`config.mk`:
```
export PLATFORM = sky130hd
export DESIGN_NAME = sumador_etapa_captura
export DESIGN_NICKNAME = d
export VERILOG_FILES = /design/src/rtl/sumador_etapa_captura.sv
export SDC_FILE = /design/constraint.sdc
export NUM_CORES = 1
export LEC_CHECK = 0
export CAP_MARGIN = 20
export CORE_MARGIN = 4
export CORE_UTILIZATION = 35
export DETAILED_ROUTE_END_ITERATION = 7
export PLACE_DENSITY = 0.66
export SLEW_MARGIN = 5
export SYNTH_ARGS = -nofsm -noshare
export SYNTH_HDL_FRONTEND = slang
export SYNTH_SLANG_ARGS = --single-unit
export TNS_END_PERCENT = 1
```
`constraint.sdc`:
```
create_clock -name clk -period 2.75 [get_ports clk]
set_input_delay 0.825 -clock clk [delete_from_list [all_inputs] [get_ports clk]]
set_output_delay 0.825 -clock clk [all_outputs]
set_load 0.01 [all_outputs]
```
`src/rtl/sumador_etapa_captura.sv`:
```
// sumador_etapa_captura
// Operand-issue / result-capture stage wrapped around an external ripple adder.
// An operand pair is accepted through a valid/ready handshake and held in
// registers that drive the adder. After SETTLE clock edges the adder's sum and
// carry-out are registered and offered downstream through a second handshake.
// Adder inputs only change on an accept edge, so adder switching activity is
// confined to known cycles.
//
// Optional feature, selected by the macro PWR_TOGGLE_CNT_EN:
//   adds output tog_cnt[15:0], a saturating count of result bits that change
//   at each capture edge.
//
// Parameters:
//   WIDTH  - operand/sum width, must match the attached adder
//   SETTLE - adder settle interval in clock edges, legal range 1..15
//   PwrC   - power-characterisation tag for the flow, no functional effect
module sumador_etapa_captura #(
  parameter int WIDTH  = 8,
  parameter int SETTLE = 2,
  parameter int PwrC   = 0
) (
  input  logic             clk,
  input  logic             reset,
  input  logic             in_valid,
  output logic             in_ready,
  input  logic [WIDTH-1:0] in_a,
  input  logic [WIDTH-1:0] in_b,
  input  logic             in_ci,
  output logic [WIDTH-1:0] add_a,
  output logic [WIDTH-1:0] add_b,
  output logic             add_ci,
  input  logic [WIDTH-1:0] add_s,
  input  logic             add_co,
  output logic             out_valid,
  input  logic             out_ready,
  output logic [WIDTH-1:0] out_s,
  output logic             out_co,
  output logic             busy
`ifdef PWR_TOGGLE_CNT_EN
  ,
  output logic [15:0]      tog_cnt
`endif
);

  // The tag is carried for the power flow only; it never alters the counter
  // width, it is merely referenced so it stays attached to the netlist.
  localparam int CNT_W = 4 + ((PwrC != 0) ? 0 : 0);

  // Settle interval as a counter-width constant; SETTLE is limited to 1..15.
  localparam logic [CNT_W-1:0] SETTLE_LOAD = CNT_W'(SETTLE);
  localparam logic [CNT_W-1:0] CNT_ONE     = CNT_W'(1);
  localparam logic [CNT_W-1:0] CNT_ZERO    = CNT_W'(0);

  // Stage states.
  localparam logic [1:0] ST_IDLE = 2'd0;
  localparam logic [1:0] ST_WAIT = 2'd1;
  localparam logic [1:0] ST_OUT  = 2'd2;

  // Registered state.
  logic [1:0]       state_r;
  logic [CNT_W-1:0] cnt_r;

  // Next-state values.
  logic [1:0]       state_s;
  logic [CNT_W-1:0] cnt_s;
  logic [WIDTH-1:0] add_a_s;
  logic [WIDTH-1:0] add_b_s;
  logic             add_ci_s;
  logic [WIDTH-1:0] out_s_s;
  logic             out_co_s;
  logic             out_valid_s;
  logic             capture_s;

  // Handshake status is derived directly from the state; in_ready is also
  // masked by reset so nothing is offered on a reset edge.
  assign in_ready = (state_r == ST_IDLE) && !reset;
  assign busy     = (state_r != ST_IDLE);

  // Next-state and datapath-load decisions for the issue/capture sequence.
  always_comb begin
    state_s     = state_r;
    cnt_s       = cnt_r;
    add_a_s     = add_a;
    add_b_s     = add_b;
    add_ci_s    = add_ci;
    out_s_s     = out_s;
    out_co_s    = out_co;
    out_valid_s = out_valid;
    capture_s   = 1'b0;
    case (state_r)
      ST_IDLE: begin
        // Operands are sampled only on the accept edge; otherwise the adder
        // inputs hold so the adder does not toggle.
        if (in_valid) begin
          add_a_s  = in_a;
          add_b_s  = in_b;
          add_ci_s = in_ci;
          cnt_s    = SETTLE_LOAD;
          state_s  = ST_WAIT;
        end else begin
          state_s = ST_IDLE;
        end
      end
      ST_WAIT: begin
        // The last settle edge captures the adder result.
        if (cnt_r == CNT_ONE) begin
          out_s_s     = add_s;
          out_co_s    = add_co;
          out_valid_s = 1'b1;
          capture_s   = 1'b1;
          cnt_s       = CNT_ZERO;
          state_s     = ST_OUT;
        end else begin
          cnt_s = cnt_r - CNT_ONE;
        end
      end
      ST_OUT: begin
        // Result holds until downstream takes it; captured data stays
        // visible afterwards.
        if (out_ready) begin
          out_valid_s = 1'b0;
          state_s     = ST_IDLE;
        end else begin
          out_valid_s = 1'b1;
        end
      end
      default: begin
        // Unreachable encoding: fall back to a quiet idle stage.
        out_valid_s = 1'b0;
        cnt_s       = CNT_ZERO;
        state_s     = ST_IDLE;
      end
    endcase
  end

  // State, adder-operand and result registers with synchronous reset.
  always_ff @(posedge clk) begin
    if (reset) begin
      state_r   <= ST_IDLE;
      cnt_r     <= CNT_ZERO;
      add_a     <= {WIDTH{1'b0}};
      add_b     <= {WIDTH{1'b0}};
      add_ci    <= 1'b0;
      out_s     <= {WIDTH{1'b0}};
      out_co    <= 1'b0;
      out_valid <= 1'b0;
    end else begin
      state_r   <= state_s;
      cnt_r     <= cnt_s;
      add_a     <= add_a_s;
      add_b     <= add_b_s;
      add_ci    <= add_ci_s;
      out_s     <= out_s_s;
      out_co    <= out_co_s;
      out_valid <= out_valid_s;
    end
  end

`ifdef PWR_TOGGLE_CNT_EN
  // Number of set bits in a result-wide vector.
  function automatic logic [15:0] popcount(input logic [WIDTH:0] v);
    logic [15:0] n;
    n = 16'd0;
    for (int i = 0; i <= WIDTH; i++) begin
      n = n + {15'd0, v[i]};
    end
    return n;
  endfunction

  logic [15:0] toggles_s;
  logic [16:0] tog_sum_s;
  logic [15:0] tog_next_s;

  // Bits of the captured result that flip on a capture edge, added with
  // saturation at all-ones.
  always_comb begin
    toggles_s  = popcount({out_s, out_co} ^ {add_s, add_co});
    tog_sum_s  = {1'b0, tog_cnt} + {1'b0, toggles_s};
    tog_next_s = tog_cnt;
    if (capture_s) begin
      if (tog_sum_s[16]) begin
        tog_next_s = 16'hFFFF;
      end else begin
        tog_next_s = tog_sum_s[15:0];
      end
    end else begin
      tog_next_s = tog_cnt;
    end
  end

  // Switching-activity accumulator, cleared by reset.
  always_ff @(posedge clk) begin
    if (reset) begin
      tog_cnt <= 16'd0;
    end else begin
      tog_cnt <= tog_next_s;
    end
  end
`else
  logic unused_capture_s;

  // The capture strobe only feeds the optional activity counter.
  always_comb begin
    unused_capture_s = capture_s;
  end
`endif

endmodule

```
==> results.txt, run 1 <==
----------------------------------------------------
[Outcome]
  Run status ... completed

[Logic synthesis]
  #FFs+latches synth ... 33
  Post-synthesis adder-cell area fraction ... 0.0457
  Fraction of the mapped netlist area in compound gates ... 0.169
  Top-area cell type share of the netlist area ... 0.482
  Number of synthesis warnings ... 0
  Xor/xnor share of the synthesized area ... 0
  Synthesized netlist net count ... slightly above 200
  Synth area leader ... sky130_fd_sc_hd__dfxtp_1
  Mux cell area share after synthesis ... 0.00731
  Syn avg cell area ... between 8 and 9 um^2
  Synth Area in Simple Gates ... 0.245
  Sequential element share of the synthesized area ... 0.482
  Ranking of synthesized cells by area ... sky130_fd_sc_hd__dfxtp_1 (48%), sky130_fd_sc_hd__nand2_1 (15%), sky130_fd_sc_hd__a21oi_1 (11%)
  Largest family of logic cells by synthesized area ... simple AND/OR/NAND/NOR gates
  Cell Area, Synth ... between 1000 and 1500 um^2
  Cells after synthesis ... 170
  Library cells used by synthesis ... 27

[STA]
  Aggregate negative setup slack ... 0 ns
  Post-Route Skew ... approximately 0.005 ns
  Crit path time final ... between 2 and 2.5 ns
  Count of pins over their slew limit ... 0
  Final setup vio count ... 0
  Fmax ... between 0.4 and 0.5 GHz
  Relative max-transition margin ... 0.601
  Number of hold-slack violations in the final timing report ... 0
  Final hold slack ... ~0.45 ns
  Slew at the pin with the worst max-slew slack ... 0.598 ns
  Post-route fraction of the period consumed by the critical path ... 0.880
  Setup repair after global routing missed its margin ... false

[Floorplan]
  Site row count ... 22
  Initial core utilization ... 0.369
  Die extent in y ... 70.6 um
  Number of I/O pins ... between 50 and 60
  Die ar. ... roughly 5000 um^2
  Core outline area ... 3720 um^2
  Horiz. Die Dim ... just over 70 um

[Route]
  Wire length the detailed router placed on met1 ... roughly 1.6 mm
  Wire length per cell ... ~12 um
  Via count ... between 1000 and 1500
  Number of nets with antenna violations after routing ... 0
  Number of DRC violations after detailed routing ... 0
  Routed length on met2 ... about 1.3 mm
  Routed wire length ... about 3.3 mm
  Total met3 wirelength after detailed routing ... roughly 300 um
  Max layer used ... met4
  Via count normalized by instance count ... approximately 4.6
  DR pass1 iterations ... 4
  First DRT Iteration DRCs ... between 50 and 60

[GRT]
  Initial antenna violation count ... 0
  Number of global-route vias before repair ... between 1000 and 1500
  Sum of overflow across all layers after global routing ... 0
  Pin count of the biggest net entering global routing ... 34
  First-pass GRT wire length ... 5.51 mm
  Global Route Usage Sum ... 0.138

[Placed design]
  Routability cong. ... around 0.79
  Hpwl dp ... around 2.3 mm
  Number of port buffers ... between 50 and 60
  Total placed cells including tap cells ... approximately 270

[Worst setup path]
  Required time of the critical path ... between 1.5 and 2 ns
  Largest driver fanout on the critical path ... 7
  Class of the most critical setup path ... flop to primary output
  Critical path launch point type ... flop
  Master of the slowest instance on the critical path ... sky130_fd_sc_hd__clkdlybuf4s50_1
  WP buf/inv ... 3
  Stage delay of the slowest cell on the critical path ... between 0.5 and 0.6 ns
  Register-to-register setup slack ... roughly 0.9 ns
  Most common cell type on the critical path ... sky130_fd_sc_hd__inv_1
  Worst path arrival time ... 1.60 ns
  Length in cells of the worst reg-to-reg path ... 5
  Cell-by-cell listing of the critical path ... inv_1 -> ha_1 -> inv_1 -> clkdlybuf4s50_1
  Delay-heaviest family, CP ... buffers and inverters
  Capturing element type of the critical path ... primary output
  Reg-to-reg endpoint ... out_co
  RR Startpoint ... state_r[1]

[Clock tree]
  TritonCTS clock tree ... built
  Maximum count of clock buffers along a single path ... 2
  Clock sinks ... 33
  Number of buffers created by CTS ... 5
  Count of hold-fix buffers inserted at cts ... 0
  Clock Latency Late Sink ... about 0.28 ns
  Root buffer cell ... sky130_fd_sc_hd__clkbuf_8
  Clock-pin transition on the worst setup and hold timing paths ... 0.06 ns
  CTS H-Tree Depth ... 2

[Cells and area]
  Top library cells by usage in the layout, fill and taps aside ... sky130_fd_sc_hd__clkdlybuf4s50_1 (57), sky130_fd_sc_hd__nand2_1 (54), sky130_fd_sc_hd__dfxtp_1 (33)
  Antenna Diode Count ... 0
  Filler-free cell count of the finished design ... around 270
  Most common cell after layout, fill and taps aside ... sky130_fd_sc_hd__clkdlybuf4s50_1
  Area growth, synth to finish ... 50.9%
  Share of cells above drive strength 1 ... 0.0487
  Fin nets ... 261
  End-of-flow core utilization ... 0.556

[Hold path]
  Hold Path Origin ... out_s[2]
  Hold-critical path endpoint ... out_s[2]
  Min-Delay Path Class ... flop to flop
  Hold-critical path depth ... 2

[Flow run]
  Number of max-capacitance violations reported ... 0

[Pwr]
  Worst IR drop on VDD ... roughly 0.00028 V
  Power per cell area ... 510 nW/um^2
  Leakage ... approximately 0.8 nW
  Power after layout ... roughly 0.0011 W

----------------------------------------------------
## worst max path at each step
stage	startpoint	endpoint	slack (ns)	cells after the start
4_1_cts	reset	in_ready	0.002	3
2_1_floorplan	reset	in_ready	0.52	3
6_report	state_r[0]	busy	0.33	4
5_1_grt	state_r[0]	busy	0.24	4
3_3_place_gp	reset	in_ready	0.002	3
3_5_place_dp	reset	in_ready	0.02	3
## through the flow
stage | cell area (um^2) | setup slack (ns)
2_1_floorplan | 1370 | 0.521
6_report | 2070 | 0.330
5_1_grt | 2070 | 0.241
4_1_cts | 2060 | 0.00238
3_3_place_gp | 1980 | 0.00243
3_5_place_dp | 1980 | 0.0204
## repair_timing
action                                 CTS  global route
resized for setup                        0             1
buffers inserted                         0             0
endpoints found under the hold margin    0             0
setup endpoints to repair                0             1
## worst min-delay path, stage by stage (launching register included)
cell and delay, ns:
sky130_fd_sc_hd__dfxtp_1 0.31, sky130_fd_sc_hd__nand2_1 0.05, sky130_fd_sc_hd__a21oi_1 0.05
## sequential cells by signal, indices dropped and copies added, names as in the netlist
register / cells
add_a: 8
out_co: 1
out_s: 8
state_r: 2
out_valid: 1
cnt_r: 4
add_ci: 1
add_b: 8
## cells in the mapped netlist
| cell type | number |
|---|---|
| sky130_fd_sc_hd__nand2_1 | 54 |
| sky130_fd_sc_hd__dfxtp_1 | 33 |
| sky130_fd_sc_hd__a21oi_1 | 30 |
| sky130_fd_sc_hd__clkbuf_1 | 6 |
| sky130_fd_sc_hd__inv_1 | 6 |
| sky130_fd_sc_hd__nor2b_1 | 6 |
| sky130_fd_sc_hd__ha_1 | 5 |
| sky130_fd_sc_hd__buf_2 | 4 |
| sky130_fd_sc_hd__o21ai_0 | 4 |
| sky130_fd_sc_hd__nand4_1 | 3 |
| sky130_fd_sc_hd__o211ai_1 | 2 |
| sky130_fd_sc_hd__o31ai_1 | 2 |
| sky130_fd_sc_hd__a2111o_1 | 1 |
| sky130_fd_sc_hd__and2_1 | 1 |
| sky130_fd_sc_hd__and2b_1 | 1 |
| sky130_fd_sc_hd__and4bb_2 | 1 |
| sky130_fd_sc_hd__clkbuf_2 | 1 |
| sky130_fd_sc_hd__mux2i_1 | 1 |
| sky130_fd_sc_hd__nand2b_1 | 1 |
| sky130_fd_sc_hd__nand3_1 | 1 |
| sky130_fd_sc_hd__nor2_1 | 1 |
| sky130_fd_sc_hd__o211a_1 | 1 |
| sky130_fd_sc_hd__o311a_1 | 1 |
| sky130_fd_sc_hd__or3_1 | 1 |
| sky130_fd_sc_hd__or3_2 | 1 |
| sky130_fd_sc_hd__or3b_1 | 1 |
| sky130_fd_sc_hd__or4bb_2 | 1 |
## power by group
| group | internal [W] | switching, W |
|---|---|---|
| logic | 0.000100 | 0.0000784 |
| registers | 0.000501 | 0.0000115 |
| clock network | 0.000198 | 0.000165 |
## cell families (layout without fill, tap and decap cells)
group                      count (synthesis)  count (layout)
DFF                                       33              33
muxes                                      1               1
and+or+nand+nor                           73              73
buffers and inverters                     17              73
adders and majority gates                  5               5
AOI/OAI and AO/OA                         41              41
## cell type report
cell class | instances | area, um^2
fillers | 355 | 1650
flip-flops and latches | 33 | 661
multi-input cells | 120 | 639
repair buffers | 60 | 598
clock buffers | 7 | 86.3
well taps | 48 | 60.1
inverters | 6 | 22.5
## routing by layer
layer	GRT usage	vias to the layer above
li1	-	673
met1	0.175	543
met2	0.211	49
met3	0.0497	7
met4	0.0626	0
met5	0	-
No activity file was read; power rests on OpenSTA's default activity.
==> run 2, diff against run 1 <==
--- a/config.mk
+++ b/config.mk
@@ -9,7 +9,7 @@
 export CORE_MARGIN = 4
 export CORE_UTILIZATION = 35
 export DETAILED_ROUTE_END_ITERATION = 7
-export PLACE_DENSITY = 0.66
+export PLACE_DENSITY = 0.68
 export SLEW_MARGIN = 5
 export SYNTH_ARGS = -nofsm -noshare
 export SYNTH_HDL_FRONTEND = slang
==> results.txt, run 2 (synthesized netlist as in run 1, its figures left out) <==
----------------------------------------------------
[Outcome]
  Run status ... completed

[GRT]
  Sum of overflow across all layers after global routing ... 0 (unchanged)
  Number of global-route vias before repair ... 1203 (-3.0%)
  Initial antenna violation count ... 0 (unchanged)
  Global Route Usage Sum ... 0.142 (+0.00338)
  First-pass GRT wire length ... 5.54 mm (+0.49%)
  Pin count of the biggest net entering global routing ... 34 (unchanged)

[Clock tree]
  Clock-pin transition on the worst setup and hold timing paths ... 0.06 ns (about the same)
  Root buffer cell ... sky130_fd_sc_hd__clkbuf_8
  Post-CTS Resized ... 0 (unchanged)
  Clock sinks ... 33 (unchanged)
  TritonCTS clock tree ... built
  # Post-CTS Setup Buffers ... 0 (unchanged)
  Maximum count of clock buffers along a single path ... 2 (unchanged)
  Count of hold-fix buffers inserted at cts ... 0 (unchanged)
  Clock Latency Late Sink ... 0.29 ns (about the same)
  CTS H-Tree Depth ... 2 (unchanged)
  Number of buffers created by CTS ... 5 (unchanged)

[Route]
  DR pass1 iterations ... 4 (unchanged)
  Via count normalized by instance count ... 4.71 (+1.5%)
  Via count ... 1301 (+2.3%)
  First DRT Iteration DRCs ... 69 (+25%)
  Number of nets with antenna violations after routing ... 0 (unchanged)
  Wire length per cell ... 12.2 um (+0.17%)
  Routed wire length ... 3.36 mm (+0.90%)
  Number of DRC violations after detailed routing ... 0 (unchanged)

[Worst setup path]
  Critical Path Source ... state_r[0]
  RR Startpoint ... state_r[1]
  Worst Setup EP ... busy
  Reg-to-reg endpoint ... out_s[0]
  Critical path launch point type ... flop
  Required time of the critical path ... 1.93 ns (about the same)
  Register-to-register setup slack ... 0.91 ns (+0.02 ns)
  Worst path arrival time ... 1.60 ns (about the same)
  Largest driver fanout on the critical path ... 7 (unchanged)
  Length in cells of the worst reg-to-reg path ... 5 (unchanged)
  Class of the most critical setup path ... flop to primary output
  Capturing element type of the critical path ... primary output

[Pwr]
  Worst IR drop on VDD ... 0.000368 V (+30%)
  Sequential Power Share ... 0.441 (-0.045)
  Part of the total power dissipated in combinational logic ... 0.155 (-0.015)
  Clock power share ... 0.404 (+0.059)
  Power per cell area ... 552 nW/um^2 (+8.2%)
  Power dissipated by switching net loads ... 0.000264 W (+3.6%)
  Sw frac ... 0.227 (-0.0145)
  Internal cell power ... 0.000898 W (+12%)
  Leakage ... 0.800 nW (+2.4%)

[Placed design]
  Number of port buffers ... 58 (unchanged)
  Setup WS pre-CTS ... 0.0307 ns (+0.0103 ns)
  Hpwl dp ... 2.31 mm (about the same)
  Routability cong. ... 0.790 (+0.14%)

[Cells and area]
  Area used by multi-input combinational logic ... 639 um^2 (unchanged)
  Top library cells by usage in the layout, fill and taps aside ... sky130_fd_sc_hd__clkdlybuf4s50_1 (57), sky130_fd_sc_hd__nand2_1 (54), sky130_fd_sc_hd__dfxtp_1 (33)
  Most common cell after layout, fill and taps aside ... sky130_fd_sc_hd__clkdlybuf4s50_1
  Fill cell total of the finished layout ... 360 (+1.4%)
  Area taken by flip-flops and latches ... 661 um^2 (unchanged)
  Fin nets ... 262 (+0.38%)
  Antenna Diode Count ... 0 (unchanged)
  Area growth, synth to finish ... 53.6%
  Share of cells above drive strength 1 ... 0.0570 (+0.00834)
  Biggest regs ... add_a x8, add_b x8, out_s x8

[STA]
  Post-route fraction of the period consumed by the critical path ... 0.882 (+0.00242)
  Post-Route Skew ... 0.00521 ns (+0.000249 ns)
  Number of hold-slack violations in the final timing report ... 0 (unchanged)
  Relative max-transition margin ... 0.769 (+0.168)
  Fmax ... 0.412 GHz (-0.27%)
  Crit path time final ... 2.43 ns (+0.00665 ns)
  Post-layout worst setup margin ... 0.323 ns (-0.00665 ns)
  Count of pins over their slew limit ... 0 (unchanged)
  Final hold slack ... 0.454 ns (+0.00285 ns)
  Final setup vio count ... 0 (unchanged)
  Slew at the pin with the worst max-slew slack ... 0.346 ns (-0.252 ns)
  Setup repair after global routing missed its margin ... false
  Aggregate negative setup slack ... 0 ns (unchanged)

[Floorplan]
  Horiz. Die Dim ... 70.6 um (unchanged)
  Number of I/O pins ... 59 (unchanged)
  Core outline area ... 3720 um^2 (unchanged)
  Die extent in y ... 70.6 um (unchanged)
  Initial core utilization ... 0.369 (unchanged)
  Die ar. ... 4980 um^2 (unchanged)
  Site row count ... 22 (unchanged)

[Flow run]
  Number of max-capacitance violations reported ... 0 (unchanged)

[Hold path]
  Min-Delay Path Class ... flop to flop

----------------------------------------------------
==> run 2: metal layers <==
layer / GRT usage / part of all wire
met1: 0.188 / 0.47
met2: 0.187 / 0.40
met3: 0.0739 / 0.11
met4: 0.0689 / 0.017
met5: 0 / 0
==> run 2: cell type report <==
class / count / share of cell area
sequential: 33 / 0.314
multi-input combinational: 120 / 0.304
timing repair buffer: 61 / 0.288
tap: 48 / 0.0285
clock buffer: 7 / 0.0410
inverter: 6 / 0.0107
clock inverter: 1 / 0.0143
==> run 2: critical path: stages (launching register included) <==
cell	delay, ns
sky130_fd_sc_hd__dfxtp_1	0.33
sky130_fd_sc_hd__inv_1	0.07
sky130_fd_sc_hd__ha_1	0.28
sky130_fd_sc_hd__inv_1	0.10
sky130_fd_sc_hd__clkdlybuf4s50_1	0.54
==> run 2: power groups by stage <==
stage | logic [W] | clock network (W) | registers [W]
floorplan | 0.0000759 | 0 | 0.000530
global placement | 0.000182 | 0 | 0.000522
detailed placement | 0.000182 | 0 | 0.000523
CTS | 0.000183 | 0.000483 | 0.000512
global route | 0.000199 | 0.000502 | 0.000515
finish | 0.000180 | 0.000470 | 0.000512
==> run 2: through the flow <==
step                      power (W)  cells  cell area [um^2]   util
final                       0.00116    276              2100  0.566
after global routing        0.00122    276              2100  0.566
after CTS                   0.00118    276              2100  0.566
after detailed placement   0.000705    268              1990  0.534
after global placement     0.000704    268              1990  0.534
after floorplan            0.000606    170              1370      -
==> run 2: how the worst min path moves through the flow <==
stage               slack, ns      from  depth (start not counted)  endpoint
floorplan                0.47  cnt_r[2]                          2  cnt_r[2]
global placement         0.44  add_b[2]                          2  add_b[2]
CTS                      0.46  add_b[4]                          2  add_b[4]
finish                   0.45  out_s[3]                          2  out_s[3]
global route             0.47  add_a[5]                          2  add_a[5]
detailed placement       0.45  add_b[4]                          2  add_b[4]
